File: src/rtl/sad_ctrl_pkg.sv
// Shared types and constants for the SAD full-search controller.
//   state_t  : controller FSM encoding (IDLE/FIRST/SCAN/DONE, 2 bits)
//   num_pos  : number of search positions in a WIN_H x WIN_W window
//   SAD_MAX  : all-ones SAD seed, truncated by users to their SAD width (<= 64)
package sad_ctrl_pkg;

    localparam int unsigned STATE_W    = 2;
    localparam int unsigned SAD_MAX_W  = 64;

    typedef enum logic [STATE_W-1:0] {
        IDLE  = 2'd0,
        FIRST = 2'd1,
        SCAN  = 2'd2,
        DONE  = 2'd3
    } state_t;

    localparam logic [SAD_MAX_W-1:0] SAD_MAX = '1;

    function automatic int unsigned num_pos(input int unsigned win_w,
                                            input int unsigned win_h);
        return win_w * win_h;
    endfunction

endpackage

File: src/rtl/sad_pos_counter.sv
// Raster-order (column fastest) search-position counter.
// Ports:
//   clk, rst  : clock, synchronous active-high reset
//   clr       : return to position (0,0); has priority over inc
//   inc       : advance one position; holds at the last position
//   row, col  : current position (registered)
//   last_c    : current position is the final one in the window
module sad_pos_counter #(
    parameter int unsigned WIN_W   = 16,
    parameter int unsigned WIN_H   = 16,
    parameter int unsigned COORD_W = 5
) (
    input  logic               clk,
    input  logic               rst,
    input  logic               clr,
    input  logic               inc,
    output logic [COORD_W-1:0] row,
    output logic [COORD_W-1:0] col,
    output logic               last_c
);

    localparam logic [COORD_W-1:0] COL_MAX = COORD_W'(WIN_W - 1);
    localparam logic [COORD_W-1:0] ROW_MAX = COORD_W'(WIN_H - 1);

    assign last_c = (row == ROW_MAX) && (col == COL_MAX);

    // Position register; never wraps past the final position.
    always_ff @(posedge clk) begin
        if (rst || clr) begin
            row <= '0;
            col <= '0;
        end else if (inc && !last_c) begin
            if (col == COL_MAX) begin
                col <= '0;
                row <= row + COORD_W'(1);
            end else begin
                col <= col + COORD_W'(1);
            end
        end
    end

endmodule

File: src/rtl/sad_search_ctrl.sv
// Full-search motion-estimation pass controller over a WIN_H x WIN_W window.
// Takes one candidate SAD per position in raster order, tracks the running
// minimum and its position, and drives the candidate/best SAD mux select.
// Optional feature: define SAD_EARLY_EXIT_EN to end the pass as soon as a
// zero SAD is accepted (remaining positions are skipped).
// Ports:
//   Clk, Rst          : clock, synchronous active-high reset
//   Start             : begin a pass (only honoured in IDLE)
//   SadIn, SadValid   : candidate SAD for the current position
//   SadReady          : candidate can be accepted this cycle
//   CurRow, CurCol    : position awaited / being accepted
//   MuxSel            : combinational, 1 = take candidate, 0 = hold best
//   BestSad/Row/Col   : running / final minimum and its position
//   Busy              : pass in progress
//   Done              : one-cycle pulse once the pass has completed
module sad_search_ctrl
    import sad_ctrl_pkg::*;
#(
    parameter int unsigned SAD_W   = 32,
    parameter int unsigned WIN_W   = 16,
    parameter int unsigned WIN_H   = 16,
    parameter int unsigned COORD_W = 5
) (
    input  logic               Clk,
    input  logic               Rst,
    input  logic               Start,
    input  logic [SAD_W-1:0]   SadIn,
    input  logic               SadValid,
    output logic               SadReady,
    output logic [COORD_W-1:0] CurRow,
    output logic [COORD_W-1:0] CurCol,
    output logic               MuxSel,
    output logic [SAD_W-1:0]   BestSad,
    output logic [COORD_W-1:0] BestRow,
    output logic [COORD_W-1:0] BestCol,
    output logic               Busy,
    output logic               Done
);

    localparam int unsigned NUM_POS = num_pos(WIN_W, WIN_H);

    state_t state;
    state_t next_state;

    logic accept_c;
    logic better_c;
    logic zero_exit_c;
    logic last_c;
    logic cnt_clr_c;
    logic cnt_inc_c;

`ifdef SAD_EARLY_EXIT_EN
    assign zero_exit_c = (SadIn == '0);
`else
    assign zero_exit_c = 1'b0;
`endif

    sad_pos_counter #(
        .WIN_W   (WIN_W),
        .WIN_H   (WIN_H),
        .COORD_W (COORD_W)
    ) u_pos (
        .clk    (Clk),
        .rst    (Rst),
        .clr    (cnt_clr_c),
        .inc    (cnt_inc_c),
        .row    (CurRow),
        .col    (CurCol),
        .last_c (last_c)
    );

    // State register.
    always_ff @(posedge Clk) begin
        if (Rst) begin
            state <= IDLE;
        end else begin
            state <= next_state;
        end
    end

    // Next state, accept handshake, mux select and counter control.
    always_comb begin
        next_state = state;
        accept_c   = SadValid && SadReady;
        better_c   = SadIn < BestSad;
        MuxSel     = 1'b0;
        cnt_clr_c  = 1'b0;
        cnt_inc_c  = 1'b0;

        unique case (state)
            IDLE: begin
                if (Start) begin
                    next_state = FIRST;
                    cnt_clr_c  = 1'b1;
                end
            end
            FIRST: begin
                if (accept_c) begin
                    MuxSel     = 1'b1;
                    next_state = (NUM_POS == 1 || zero_exit_c) ? DONE : SCAN;
                end
            end
            SCAN: begin
                if (accept_c) begin
                    MuxSel = better_c;
                    if (last_c || zero_exit_c) begin
                        next_state = DONE;
                    end
                end
            end
            DONE: begin
                next_state = IDLE;
            end
            default: begin
                next_state = IDLE;
            end
        endcase

        // Freeze the position on an early-exit zero so it reports where it hit.
        cnt_inc_c = accept_c && !zero_exit_c;
    end

    // Status outputs, registered as a decode of the upcoming state.
    always_ff @(posedge Clk) begin
        if (Rst) begin
            SadReady <= 1'b0;
            Busy     <= 1'b0;
            Done     <= 1'b0;
        end else begin
            SadReady <= (next_state == FIRST) || (next_state == SCAN);
            Busy     <= (next_state != IDLE);
            Done     <= (next_state == DONE);
        end
    end

    // Best-so-far tracking; MuxSel already encodes first-or-strictly-better.
    always_ff @(posedge Clk) begin
        if (Rst) begin
            BestSad <= SAD_W'(SAD_MAX);
            BestRow <= '0;
            BestCol <= '0;
        end else if (MuxSel) begin
            BestSad <= SadIn;
            BestRow <= CurRow;
            BestCol <= CurCol;
        end
    end

endmodule

File: config.mk
export PLATFORM = sky130hd
export DESIGN_NAME = sad_search_ctrl
export DESIGN_NICKNAME = d
export VERILOG_FILES = /design/src/rtl/sad_ctrl_pkg.sv /design/src/rtl/sad_pos_counter.sv /design/src/rtl/sad_search_ctrl.sv
export SDC_FILE = /design/constraint.sdc
export NUM_CORES = 1
export LEC_CHECK = 0
export CAP_MARGIN = 20
export CORE_MARGIN = 4
export CORE_UTILIZATION = 49
export CTS_CLUSTER_SIZE = 8
export DETAILED_ROUTE_END_ITERATION = 10
export PLACE_DENSITY = 0.81
export SETUP_SLACK_MARGIN = 0.15
export SLEW_MARGIN = 5
export SYNTH_ARGS = -nofsm -noshare
export SYNTH_HDL_FRONTEND = slang
export SYNTH_HIERARCHICAL = 1
export SYNTH_SLANG_ARGS = --single-unit
File: constraint.sdc
create_clock -name Clk -period 3.5 [get_ports Clk]
set_input_delay 0.7 -clock Clk [delete_from_list [all_inputs] [get_ports Clk]]
set_output_delay 0.7 -clock Clk [all_outputs]
set_load 0.005 [all_outputs]
Yosys cells after proc, flatten, opt, wreduce, memory -nomap -nowiden --
Index checks and enable logic that the tools add are counted.
Cells by class: magnitude comparators 1, reduce and logical (&&, ||, !) cells 9, equality and inequality tests 8, add/subtract/negate cells 2, mux-type cells 11
Operators by type and width (count):
- $lt 32x32->1 | 1
- $add 5x1->5 const B | 2
- $eq 5x4->1 const B | 2
- $eq 2x2->1 const B | 4
- $mux 2 | 4
- $pmux 2 s4 | 1
- $mux 5 | 1
- $eq 2x1->1 const B | 2
- $mux 1 | 4
- $logic_and 1x1->1 | 3
- $logic_not 2->1 | 1
- $logic_or 1x1->1 | 2
- $pmux 1 s2 | 1
- $reduce_and 2->1 | 1
- $reduce_bool 2->1 | 1
- $logic_not 1->1 | 1
Storage, ports and cells: output and inout port bits 56, register bits after elaboration 57

Depth between registers and ports, before layout --
word-level depth 7, depth in mapped cells 10, mapped depth without buffers 10

Cells and area by module --
The synthesis kept the hierarchy.
By module, submodules not included:
- sad_search_ctrl | times used 1, seq. area each 940.9 µm², area an instance 2822.7 µm², cells an instance 331
- sad_pos_counter | times used 1, seq. area each 200.2 µm², area an instance 525.5 µm², cells an instance 59

Worst setup path after synthesis --
OpenSTA, ideal clock, no wires.
kind input port to output port, start point in SadIn[2], end point out MuxSel, stages on the path 9, data arrival time 2293 ps, setup slack 507 ps, cells stage by stage ha_1 -> a211o_1 -> a31oi_1 -> o221ai_1 -> and3_1 -> o31a_1 -> buf_6 -> buf_12 -> inv_1
Between the ends: longest elaborated chain between the ends 3
RTL lines:
- from (decl) | line sad_search_ctrl.sv:27 | input logic [SAD_W-1:0] SadIn,
- $lt 32x32->1 | line sad_search_ctrl.sv:85 | better_c = SadIn < BestSad;
- $mux 1 | line sad_search_ctrl.sv:104 | if (accept_c) begin
- $pmux 1 s2 | line sad_search_ctrl.sv:90 | unique case (state)
- to (decl) | line sad_search_ctrl.sv:32 | output logic MuxSel,
Every way passes these cells.

Worst setup path after layout --
Ends and elaborated chain as after synthesis.

==> key figures <==
Critical path
  – CP Max Fanout: 2
  – Worst-path cell chain: dlygate4sd2_1, ha_4, a211o_1, a31oi_4, o221ai_4, and3_1, o31a_2, inv_2, clkdlybuf4s15_2
  – Capturing point of the worst reg2reg path: BestSad[28]
  – Reg2reg setup slack: 0.78 ns
  – Setup CP Type: primary input to output port
  – CP max-delay cell: o31a_2
  – CP endpoint: MuxSel
  – Largest stage delay, worst path: 0.37 ns
  – CP required: 2.80 ns
  – Worst EP arrival: 2.58 ns
  – Setup crit start: SadIn[2]
  – Depth of the most critical reg-to-reg path: 9
  – Startpoint Class: primary input
  – Reg2reg start: BestSad[7]
  – Crit path capture type: output port

STA
  – Hold WS: 0.4754 ns
  – Final WS setup: 0.2225 ns
  – Worst Max-Slew Pin Slew: 0.9107 ns
  – Slew margin rel.: 39.29%
  – Final Hold Vio Count: 0
  – Final Cycle Share: 93.64%
  – RSZ-0062 raised after global routing: no
  – Post-route minimum period: 3.277 ns
  – Total negative slack: 0 ns
  – Max Clk Rate: 305.1 MHz
  – Final setup vio count: 0
  – Final max-slew violation count: 0
  – Skew final: 0.008609 ns

Final layout
  – Fin area: 4752 sq um
  – Layout area overhead: 41.93%
  – Final cell count without fillers: 569
  – # nets final: 563
  – Share of cells above drive strength 1: 11.79%
  – Antenna cell count: 0

Detailed routing
  – Final antenna-violating net count: 0
  – Remaining routing DRC violations: 0
  – Post-Route WL: 8480 um
  – Via Count: 2974
  – Drt wl/cell: 14.90 um
  – Top sig layer: met4
  – First-pass DRT Iterations: 4
  – Met2 routed WL: 4302 um
  – Post-Route M1 WL: 3573 um
  – Met3 wire length: 303 um
  – DRT iter0 DRCs: 77
  – Mean number of vias per cell: 5.227

Die
  – Initial Util: 51.55%
  – Core Box Area: 6495 sq um
  – Die Ht: 90.66 um
  – I/O pins: 92
  – Die area: 8219 sq um
  – Row count: 29
  – Die span in x: 90.66 um

Synth
  – Area contributors post-synth: dfxtp_1, ha_1, mux2i_1
  – Synth cell count leaders: nor2_1, dfxtp_1, mux2i_1
  – Synthesized area per cell: 8.585 sq um
  – Sequential share of the synthesized area: 34.08%
  – Ys flop type: dfxtp_1
  – Syn nets: 466
  – Cell area after synthesis: 3348 sq um
  – #FFs+latches synth: 57
  – Cell taking the most area after synthesis: dfxtp_1
  – Asr flop ratio synth: 0%
  – Post-Synthesis Cells: 390
  – Yosys cell types: 43
  – Number of synthesized flops with an enable pin: 0
  – Top-area cell type share of the netlist area: 34.08%
  – Count leader, synth: nor2_1
  – Yosys warning total: 6

Clock network
  – H-tree levels: 3
  – Sink Count: 57
  – Worst-path clk slew: 0.07 ns
  – Clk buf depth: 2
  – CTS root buf: clkbuf_8
  – Clock Latency Late Sink: 0.34 ns
  – CTS tree: yes
  – CTS Buf Count: 9
  – Hold_buf cts: 0

Worst hold path
  – Hold crit path type: register to register

Power
  – Logic pwr share: 11.7%
  – Net Switching: 0.3846 mW
  – Peak supply drop: 0.2138 mV
  – Switching Share: 23.89%
  – Internal power: 1.225 mW
  – Clock share of power: 47.0%
  – PD cells: 338.7 nW/um^2
  – Seq pwr share: 41.3%
  – Pleak: 2.528 nW

Run status
  – Status: finished clean

Placed design
  – GP Congestion: 0.7575
  – Placed cells: 550
  – DP HPWL: 5765 um
  – Pre-CTS WS: -0.3470 ns
  – Cell Area, Placed: 4282 sq um
  – Port bufs: 91

Global routing
  – Initial antenna violation count: 0
  – GRT Overall Usage: 19.75%
  – Vias in the first global route: 3064
  – Largest net degree at the start of global routing: 59
  – Grt ovf: 0
  – First-pass GRT wire length: 13460 um

Job
  – Max cap viols: 0
## layer usage
layer,track usage (%),vias to the layer above
met5,0,-
met4,9.821,0
met3,4.083,27
met2,35.89,76
met1,21.56,1366
li1,-,1505
## state kept, by name, summed over array words and instances, names as in the netlist
signal / cells
u_pos/row: 5
BestCol: 5
u_pos/col: 5
BestSad: 32
Busy: 1
BestRow: 5
state: 2
Done: 1
SadReady: 1
## critical path, delay by kind of cell
family	cells	cell delay, ns
AO/OA/AOI/OAI	4	0.96
buffers and inverters	3	0.52
adder cells (fa/ha/maj)	1	0.23
AND/OR/NAND/NOR	1	0.17
## cells in the final DEF, fill, tap and decap left out, drive strengths merged, types with 3 or more instances in the layout
master          n
nor2           76
clkdlybuf4s50  71
dfxtp          57
mux2i          43
ha             40
inv            39
a21oi          23
nand2b         21
nand2          18
buf            13
clkbuf          9
dlymetal6s2s    9
dlygate4sd2     9
o21ai           8
nand3           5
nor2b           3
bufinv          3
nand4           3
and3            3
or3             3
## kinds of logic after synthesis
group,Yosys count,synth area share [%]
AND/OR/NAND/NOR,146,21.08
flip-flops,57,34.08
buffers and inverters,56,8.483
AO/OA/AOI/OAI,48,8.557
multiplexers,43,12.85
adder cells (fa/ha/maj),40,14.95
## per-stage QoR
| stage | util, % | power (mW) |
|---|---|---|
| 4_1_cts | 70.33 | 1.607 |
| 5_1_grt | 73.17 | 1.675 |
| 3_5_place_dp | 65.92 | 0.8537 |
| 6_report | 73.17 | 1.610 |
| 2_1_floorplan | - | 0.7692 |
| 3_3_place_gp | 65.92 | 0.8470 |
## power by group through the flow
stage,clock network [mW],logic [mW],registers (mW)
after floorplan,0,0.0907,0.678
after CTS,0.766,0.177,0.665
after detailed placement,0,0.175,0.679
after global routing,0.802,0.207,0.665
final,0.757,0.188,0.664
after global placement,0,0.168,0.679
## cell type report
class / instances / area (sq um)
clock buffers: 9 / 123.9
clock inverters: 7 / 118.9
fillers: 491 / 1743
inverters: 39 / 146.4
multi-input cells: 277 / 2117
flip-flops and latches: 57 / 1141
well taps: 77 / 96.34
repair buffers: 103 / 1008
## how the worst min path moves through the flow
stage	from	cells past startpoint	endpoint
finish	BestCol[2]	2	BestCol[2]
global route	BestCol[1]	2	BestCol[1]
CTS	BestCol[1]	2	BestCol[1]
detailed placement	BestCol[1]	2	BestCol[1]
global placement	BestRow[2]	2	BestRow[2]
floorplan	BestRow[3]	2	BestRow[3]
## repair_timing
action / CTS / global route
buffers inserted: 3 / 0
resized for setup: 19 / 27
endpoints found under the setup margin: 1 / 1
cloned: 0 / 0
pin swaps: 20 / 17
(Power assumes the default switching activity.)
